`config.mk`:
```
export PLATFORM = sky130hd
export DESIGN_NAME = io_module
export DESIGN_NICKNAME = d
export VERILOG_FILES = /design/src/rtl/io_pkg.sv /design/src/rtl/io_in_sync.sv /design/src/rtl/io_module.sv
export SDC_FILE = /design/constraint.sdc
export NUM_CORES = 1
export LEC_CHECK = 0
export CORE_ASPECT_RATIO = 1.4
export CORE_MARGIN = 1.5
export CORE_UTILIZATION = 40
export DETAILED_ROUTE_END_ITERATION = 7
export HOLD_SLACK_MARGIN = 0.15
export MAX_ROUTING_LAYER = met4
export PLACE_DENSITY = 0.86
export SLEW_MARGIN = 20
export SYNTH_ARGS = -nofsm -noshare
export SYNTH_HDL_FRONTEND = slang
export SYNTH_SLANG_ARGS = --single-unit
```
`constraint.sdc`:
```
create_clock -name clk -period 4.9 [get_ports clk]
set_input_delay 0.98 -clock clk [delete_from_list [all_inputs] [get_ports clk]]
set_output_delay 0.98 -clock clk [all_outputs]
set_load 0.01 [all_outputs]
```
`src/rtl/io_pkg.sv`:
```
// Shared I/O opcode definitions and decode helper, also used by the control-unit decoder.
package io_pkg;

    localparam int DATA_W = 32;
    localparam int OPC_W  = 6;

    localparam logic [OPC_W-1:0] OPC_IN  = 6'b111110;
    localparam logic [OPC_W-1:0] OPC_OUT = 6'b111101;

    typedef enum logic [1:0] {
        IO_NOP = 2'd0,
        IO_IN  = 2'd1,
        IO_OUT = 2'd2
    } io_op_e;

    // An X/Z opcode makes both equalities unknown, so it falls through to IO_NOP.
    function automatic io_op_e decodeOp(input logic [OPC_W-1:0] opc);
        if (opc == OPC_IN) begin
            return IO_IN;
        end else if (opc == OPC_OUT) begin
            return IO_OUT;
        end else begin
            return IO_NOP;
        end
    endfunction

endpackage

```
`src/rtl/io_in_sync.sv`:
```
// Two-flop synchronizer for the external input bus; only used under IO_MODULE_INPUT_SYNC_EN.
module io_in_sync
    import io_pkg::*;
(
    input  logic              clk,
    input  logic              rst,
    input  logic [DATA_W-1:0] i_data,
    output logic [DATA_W-1:0] o_data
);

    logic [DATA_W-1:0] r_stage1;
    logic [DATA_W-1:0] r_stage2;

    always_ff @(posedge clk or posedge rst) begin
        if (rst) begin
            r_stage1 <= '0;
            r_stage2 <= '0;
        end else begin
            r_stage1 <= i_data;
            r_stage2 <= r_stage1;
        end
    end

    assign o_data = r_stage2;

endmodule

```
`src/rtl/io_module.sv`:
```
// I/O port unit: IN captures the input bus for a register-file write, OUT drives the captured value out.
// Optional feature macro: IO_MODULE_INPUT_SYNC_EN adds a two-flop synchronizer on in_data.
module io_module
    import io_pkg::*;
(
    input  logic              clk,
    input  logic              rst,
    input  logic [OPC_W-1:0]  control_signal,
    input  logic [DATA_W-1:0] in_data,
    output logic              RF_from_IO,
    output logic [DATA_W-1:0] out_data,
    output logic              io_we,
    output logic [DATA_W-1:0] io_rd_data
);

    logic [DATA_W-1:0] r_ioReg;
    logic [DATA_W-1:0] w_inData;
    io_op_e            w_op;

`ifdef IO_MODULE_INPUT_SYNC_EN
    io_in_sync u_inSync (
        .clk    (clk),
        .rst    (rst),
        .i_data (in_data),
        .o_data (w_inData)
    );
`else
    assign w_inData = in_data;
`endif

    always_comb begin
        w_op = decodeOp(control_signal);
    end

    // Strobes are recomputed every edge so they last exactly as long as the opcode is held.
    always_ff @(posedge clk or posedge rst) begin
        if (rst) begin
            r_ioReg    <= '0;
            io_rd_data <= '0;
            out_data   <= '0;
            io_we      <= 1'b0;
            RF_from_IO <= 1'b0;
        end else begin
            io_we      <= 1'b0;
            RF_from_IO <= 1'b0;
            case (w_op)
                IO_IN: begin
                    r_ioReg    <= w_inData;
                    io_rd_data <= w_inData;
                    io_we      <= 1'b1;
                end
                IO_OUT: begin
                    out_data   <= r_ioReg;
                    RF_from_IO <= 1'b1;
                end
                default: begin
                end
            endcase
        end
    end

endmodule

```
# == Word level (Yosys, flattened, before mapping) ==
# Index checks and enable logic that the tools add are counted.
# totals
register_bits,66
inputBits,40
output_inout_bits,66
wordCells,12
# classes
n_eq_ne,4
muxes,4
# op_table
op,count
$eq A6 B6 Y1 const B,2
$mux W2,2
$eq A2 B1 Y1 const B,1
$eq A2 B2 Y1 const B,1
$mux W1,2

# == Longest topological paths before layout ==
# Gate-level depths: netlist (run 1).
# depth
depth_word,5
mapped_depth,4
ltp_nobuf,3

# == Least setup slack after synthesis (run 1) ==
# OpenSTA, ideal clock, no wires.
# synth_timing
path_type,input-to-reg
from,input port control_signal[4]
to,register out_data[19]
arrival_time_ns,2.002
required_time_ns,4.775
slack_ns,2.773
path_stages,4
path_buffers,1
path_cell_list,nand4_2 -> nor3b_4 -> buf_6 -> mux2_2
# synth_between
elab_chain_cells,4
# synth_rtl
item,line,rtl
"start, declared",io_module.sv:8,"input logic [OPC_W-1:0] control_signal,"
$eq A6 B6 Y1,io_pkg.sv:20,end else if (opc == OPC_OUT) begin
$mux W2,io_pkg.sv:20,
$mux W2 *,io_pkg.sv:18,if (opc == OPC_IN) begin
$eq A2 B2 Y1 *,io_module.sv:46,case (w_op)
"end signal, assigned",io_module.sv:53,out_data <= r_ioReg;
"end, declared",io_module.sv:11,"output logic [DATA_W-1:0] out_data,"
# Every way passes the cells marked *; elsewhere a longest branch is shown, timed or not.
# A chain may end at the register's enable or synchronous reset.

# == Final worst setup path (run 1) ==
# layout_timing
from,input port control_signal[3]
to,register r_ioReg[7]
# layout_between
elab_chain_cells,4
# layout_rtl
item,line,rtl
$eq A6 B6 Y1,io_pkg.sv:20,
$mux W2,io_pkg.sv:20,
$mux W2 *,io_pkg.sv:18,
$eq A2 B1 Y1 *,io_module.sv:46,
"end signal, assigned",io_module.sv:48,r_ioReg <= w_inData;
"end, declared",io_module.sv:16,logic [DATA_W-1:0] r_ioReg;
# Marks and branches as above.

==> summary.md, run 1 <==
| Metric | Value |
|---|---|
| Crit Path Category | in -> reg |
| Fin crit period | 2.85 ns |
| Die Ht | 96.4 um |
| CP bufs+invs | 2 |
| Max-cap violations | 0 |
| Nets | 294 |
| CTS buffer count | 9 |
| Crit Path Max Fanout | 20 |
| Sequential area share after synthesis | 66.2% |
| Final worst slack | 2.05 ns |
| Postcts setup bufs | 0 |
| Final hold vios | 0 |
| Peak supply drop | 263 uV |
| Placer Congestion | 0.759 |
| Post-Syn Instances | 140 |
| Least-Margin Pin Slew | 0.712 ns |
| CTS HTree Levels | 3 |
| Post-synth top area share | 66.2% |
| Area leader, netlist | dfrtp_1 |
| # setup viols final | 0 |
| Power density over cell area | 413 nW/um^2 |
| Die Wd | 69.7 um |
| Rel. slew slack | 52.5% |
| Gr usage total | 16.9% |
| Initial antenna violation count | 0 |
| Syn. warnings | 0 |
| Clock root buffer | clkbuf_8 |
| Clk_lat worst skew | 0.33 ns |
| Clock Sinks | 66 |
| Cell Rows | 33 |
| First-pass iteration count of the detailed router | 4 |
| Cts repair resizes | 0 |
| Status | finished, final reports clean |
| Post-synthesis net count | 180 |
| Setup TNS Final | 0 ns |
| Max-slew violation count | 0 |
| Crit path cell chain | clkdlybuf4s50_1 -> nand4_2 -> nor3b_4 -> buf_4 -> mux2_2 |
| Largest net degree at the start of global routing | 43 |
| Worst Skew | 0.00611 ns |
| IO Port Bufs | 105 |
| Total Wirelength | 5120 um |
| Initial DRC count | 57 |
| Clk slew on worst S/H paths | 0.07 ns |
| Crit path max-delay family | buffers and inverters |
| DR vias | 1,563 |
| Max stage delay cell, worst path | nor3b_4 |
| Post-route DRC | 0 |
| Pre-CTS WS | 1.68 ns |
| Crit path arrival time | 3.06 ns |
| Largest cells by area after synthesis | dfrtp_1 (66%), mux2_2 (26%), buf_6 (2.7%) |
| Min-delay worst type | reg -> reg |
| Number of global-route vias before repair | 1,666 |
| CTS Buffer Depth | 2 |
| P_leak | 1.74 nW |
| Synthesis-stage register bit count | 66 |
| Netlist Area Pre-Place | 2490 sq um |
| Post-Syn Area per Cell | 17.8 sq um |
| Wirelength per Cell | 15.6 um |
| Vias/cell | 4.75 |
| Area Growth Syn to Fin | 54.2% |
| Commonest non-fill, non-tap cell in the layout | clkdlybuf4s50_1 |
| RSZ-0062 raised after global routing | no |
| Crit. End Element | register |
| Max incr delay on CP | 0.64 ns |
| Post-DP HPWL | 3700 um |
| Library cells used by synthesis | 7 |
| N_diodes | 0 |
| Crit path launch type | input port |
| Achievable Freq | 351 MHz |
| First-pass GRT wire length | 8310 um |
| Die area | 6720 sq um |
| Layout cells sized above 1 | 31.7% |
| Total core area | 5950 sq um |
| Initial Utilization | 41.9% |
| Period utilization | 58.2% |
| Grt total ovfl | 0 |
| Ports | 106 |
| Worst EP required | 5.11 ns |
| CTS tree | done |
| Most frequent cells in the layout | clkdlybuf4s50_1 (105), dfrtp_1 (66), mux2_2 (58) |
| Hold-fix buffers at CTS | 0 |
| Detail Route Antenna Nets | 0 |
[worst paths after layout]
path / to / slack (ns) / startpoint / cells past startpoint
setup / recovery: r_ioReg[7] / 2.05 / control_signal[3] / 5
setup reg to reg: out_data[31] / 4.09 / r_ioReg[31] / 1
min in group asynchronous: out_data[6] / 1.00 / rst / 2
max in group asynchronous: out_data[18] / 3.00 / rst / 3
hold reg to reg: out_data[26] / 0.49 / out_data[26] / 1
hold / removal: out_data[26] / 0.49 / out_data[26] / 1
[flip-flops by register name, indices dropped and copies added (netlist names)]
register / flops
io_we: 1
out_data: 32
r_ioReg: 32
RF_from_IO: 1
[through the flow]
step	instance area, sq um	hold slack [ns]	util (%)	power (mW)	cells
floorplan	2490	0.529	-	0.815	140
global placement	3590	0.480	60.5	1.04	313
detailed placement	3590	0.476	60.5	1.05	313
CTS	3850	0.502	64.7	1.61	329
global route	3850	0.525	64.7	1.67	329
finish	3850	0.493	64.7	1.59	329
[cell type report]
| type | instances | area [sq um] |
|---|---|---|
| Timing Repair Buffer | 109 | 1080 |
| Tap cell | 70 | 87.6 |
| Clock buffer | 11 | 151 |
| Multi-Input combinational cell | 67 | 771 |
| Inverter | 1 | 3.75 |
| Clock inverter | 5 | 100 |
| Fill cell | 464 | 2100 |
| Sequential cell | 66 | 1650 |
[metal layers]
| metal | global-route usage (%) | share of wire [%] |
|---|---|---|
| met1 | 19.9 | 41 |
| met2 | 27.5 | 53 |
| met3 | 3.84 | 4.5 |
| met4 | 8.65 | 2.1 |
| met5 | - | 0 |
[cell usage after synthesis (all sizes together)]
library cell and n:
dfrtp 66, mux2 64, buf 6, nor3b 2, inv 1, nand4 1
[cell families after synthesis]
| logic type | after synthesis | synth area share, % |
|---|---|---|
| and+or+nand+nor | 3 | 2.01 |
| muxes | 64 | 28.9 |
| DFF | 66 | 66.2 |
| buffers and inverters | 7 | 2.86 |
[power by group]
| part | total (mW) | internal, mW | switching [mW] |
|---|---|---|---|
| clock | 0.556 | 0.364 | 0.192 |
| sequential | 0.686 | 0.631 | 0.0552 |
| combinational | 0.347 | 0.231 | 0.116 |
| total | 1.59 | 1.23 | 0.363 |
Note: power is estimated with default switching activity, not from simulation.
==> inputs of run 2 (changes only) <==
clock period = 2.8 ns   (was 4.9 ns; I/O delays follow)
==> summary.md, run 2 (same netlist as run 1, synthesis figures left out) <==
| Metric | Value |
|---|---|
| WHS | 0.495 ns |
| Crit path max-delay family | buffers and inverters |
| Cts repair resizes | 0 |
| Final worst slack | 0.890 ns |
| Crit path cell chain | clkdlybuf4s50_1 -> nand4_2 -> nor3b_4 -> buf_4 -> mux2_2 |
| Ports | 106 |
| Final Core Density | 64.5% |
| Power Total | 2.68 mW |
| Placed cells | 314 |
| Die Ht | 96.4 um |
| Post-route DRC | 0 |
| Final hold vios | 0 |
| R2R setup slack | 1.99 ns |
| Power density over cell area | 699 nW/um^2 |
| IO Port Bufs | 105 |
| Placer Congestion | 0.788 |
| Clock Sinks | 66 |
| Total Wirelength | 5150 um |
| Peak supply drop | 347 uV |
| Post-DP HPWL | 3690 um |
| Commonest non-fill, non-tap cell in the layout | clkdlybuf4s50_1 |
| CTS Buffer Depth | 2 |
| # setup viols final | 0 |
| Clock root buffer | clkbuf_8 |
| Rel. slew slack | 63.6% |
| CTS tree | done |
| Layout cells sized above 1 | 30.9% |
| Worst EP required | 3.01 ns |
| Total core area | 5950 sq um |
| CP bufs+invs | 2 |
| DR vias | 1,600 |
| Status | finished, final reports clean |
| First-pass iteration count of the detailed router | 4 |
| Max incr delay on CP | 0.47 ns |
| Nets | 295 |
| Initial Utilization | 41.9% |
| Min-delay worst type | reg -> reg |
| Area Growth Syn to Fin | 53.7% |
| Multi-input logic area | 771 sq um |
| Pre-CTS WS | 0.533 ns |
| Clk slew on worst S/H paths | 0.07 ns |
| CTS buffer count | 9 |
| DP Area | 3610 sq um |
| Clk_lat worst skew | 0.33 ns |
| Max stage delay cell, worst path | clkdlybuf4s50_1 |
| Wirelength per Cell | 15.6 um |
| Worst Skew | 0.00739 ns |
| First-pass GRT wire length | 8250 um |
| Crit path launch type | input port |
| Initial antenna violation count | 0 |
| Fill count | 465 |
| Most frequent cells in the layout | clkdlybuf4s50_1 (105), dfrtp_1 (66), mux2_2 (58) |
| Initial DRC count | 37 |
| Crit path arrival time | 2.12 ns |
| Crit Path Max Fanout | 22 |
| Setup TNS Final | 0 ns |
| N_diodes | 0 |
| Crit Path Category | in -> reg |
| RSZ-0062 raised after global routing | no |
| Gr usage total | 17.0% |
| Final instance area | 3830 sq um |
| Max-slew violation count | 0 |
| Number of global-route vias before repair | 1,653 |
| Fin crit period | 1.91 ns |
| Detail Route Antenna Nets | 0 |
| Period utilization | 68.2% |
| Finished Layout Cells | 329 |
| P_leak | 1.73 nW |
| Die Wd | 69.7 um |
| Achievable Freq | 524 MHz |
| Reg area | 1650 sq um |
| Die area | 6720 sq um |
| Hold-fix buffers at CTS | 0 |
| Vias/cell | 4.86 |
| Grt total ovfl | 0 |
| Biggest regs | out_data (32), r_ioReg (32) |
| Crit. End Element | register |
| Largest net degree at the start of global routing | 43 |
| Cell Rows | 33 |
| Least-Margin Pin Slew | 0.545 ns |
| CTS HTree Levels | 3 |
| Max-cap violations | 0 |
| Postcts setup bufs | 0 |
-- run 2: final timing paths --
check,from,to,cells after the start
setup / recovery,control_signal[4],r_ioReg[13],5
hold / removal,out_data[26],out_data[26],1
setup reg to reg,r_ioReg[31],out_data[31],1
hold reg to reg,out_data[26],out_data[26],1
max in group asynchronous,rst,out_data[9],3
min in group asynchronous,rst,out_data[6],2
-- run 2: cell type report --
class | instances | area share [%]
clock inverter | 2 | 1.57
tap | 70 | 2.28
sequential | 66 | 43.1
timing repair buffer | 110 | 28.7
multi-input combinational | 67 | 20.1
clock buffer | 13 | 4.14
inverter | 1 | 0.0979
-- run 2: report_power, final --
part           internal (mW)  switching [mW]  total [mW]
registers               1.10          0.0948        1.20
logic                  0.407           0.204       0.611
clock network          0.546           0.322       0.868
-- run 2: routing by layer --
layer  track usage [%]  share of wire, %  vias to the layer above
met5                 -                 0                        -
met4              11.2               2.3                        0
met3              4.46               5.7                        9
met2              27.6                54                       65
met1              18.8                38                      802
li1                  -                 -                      724
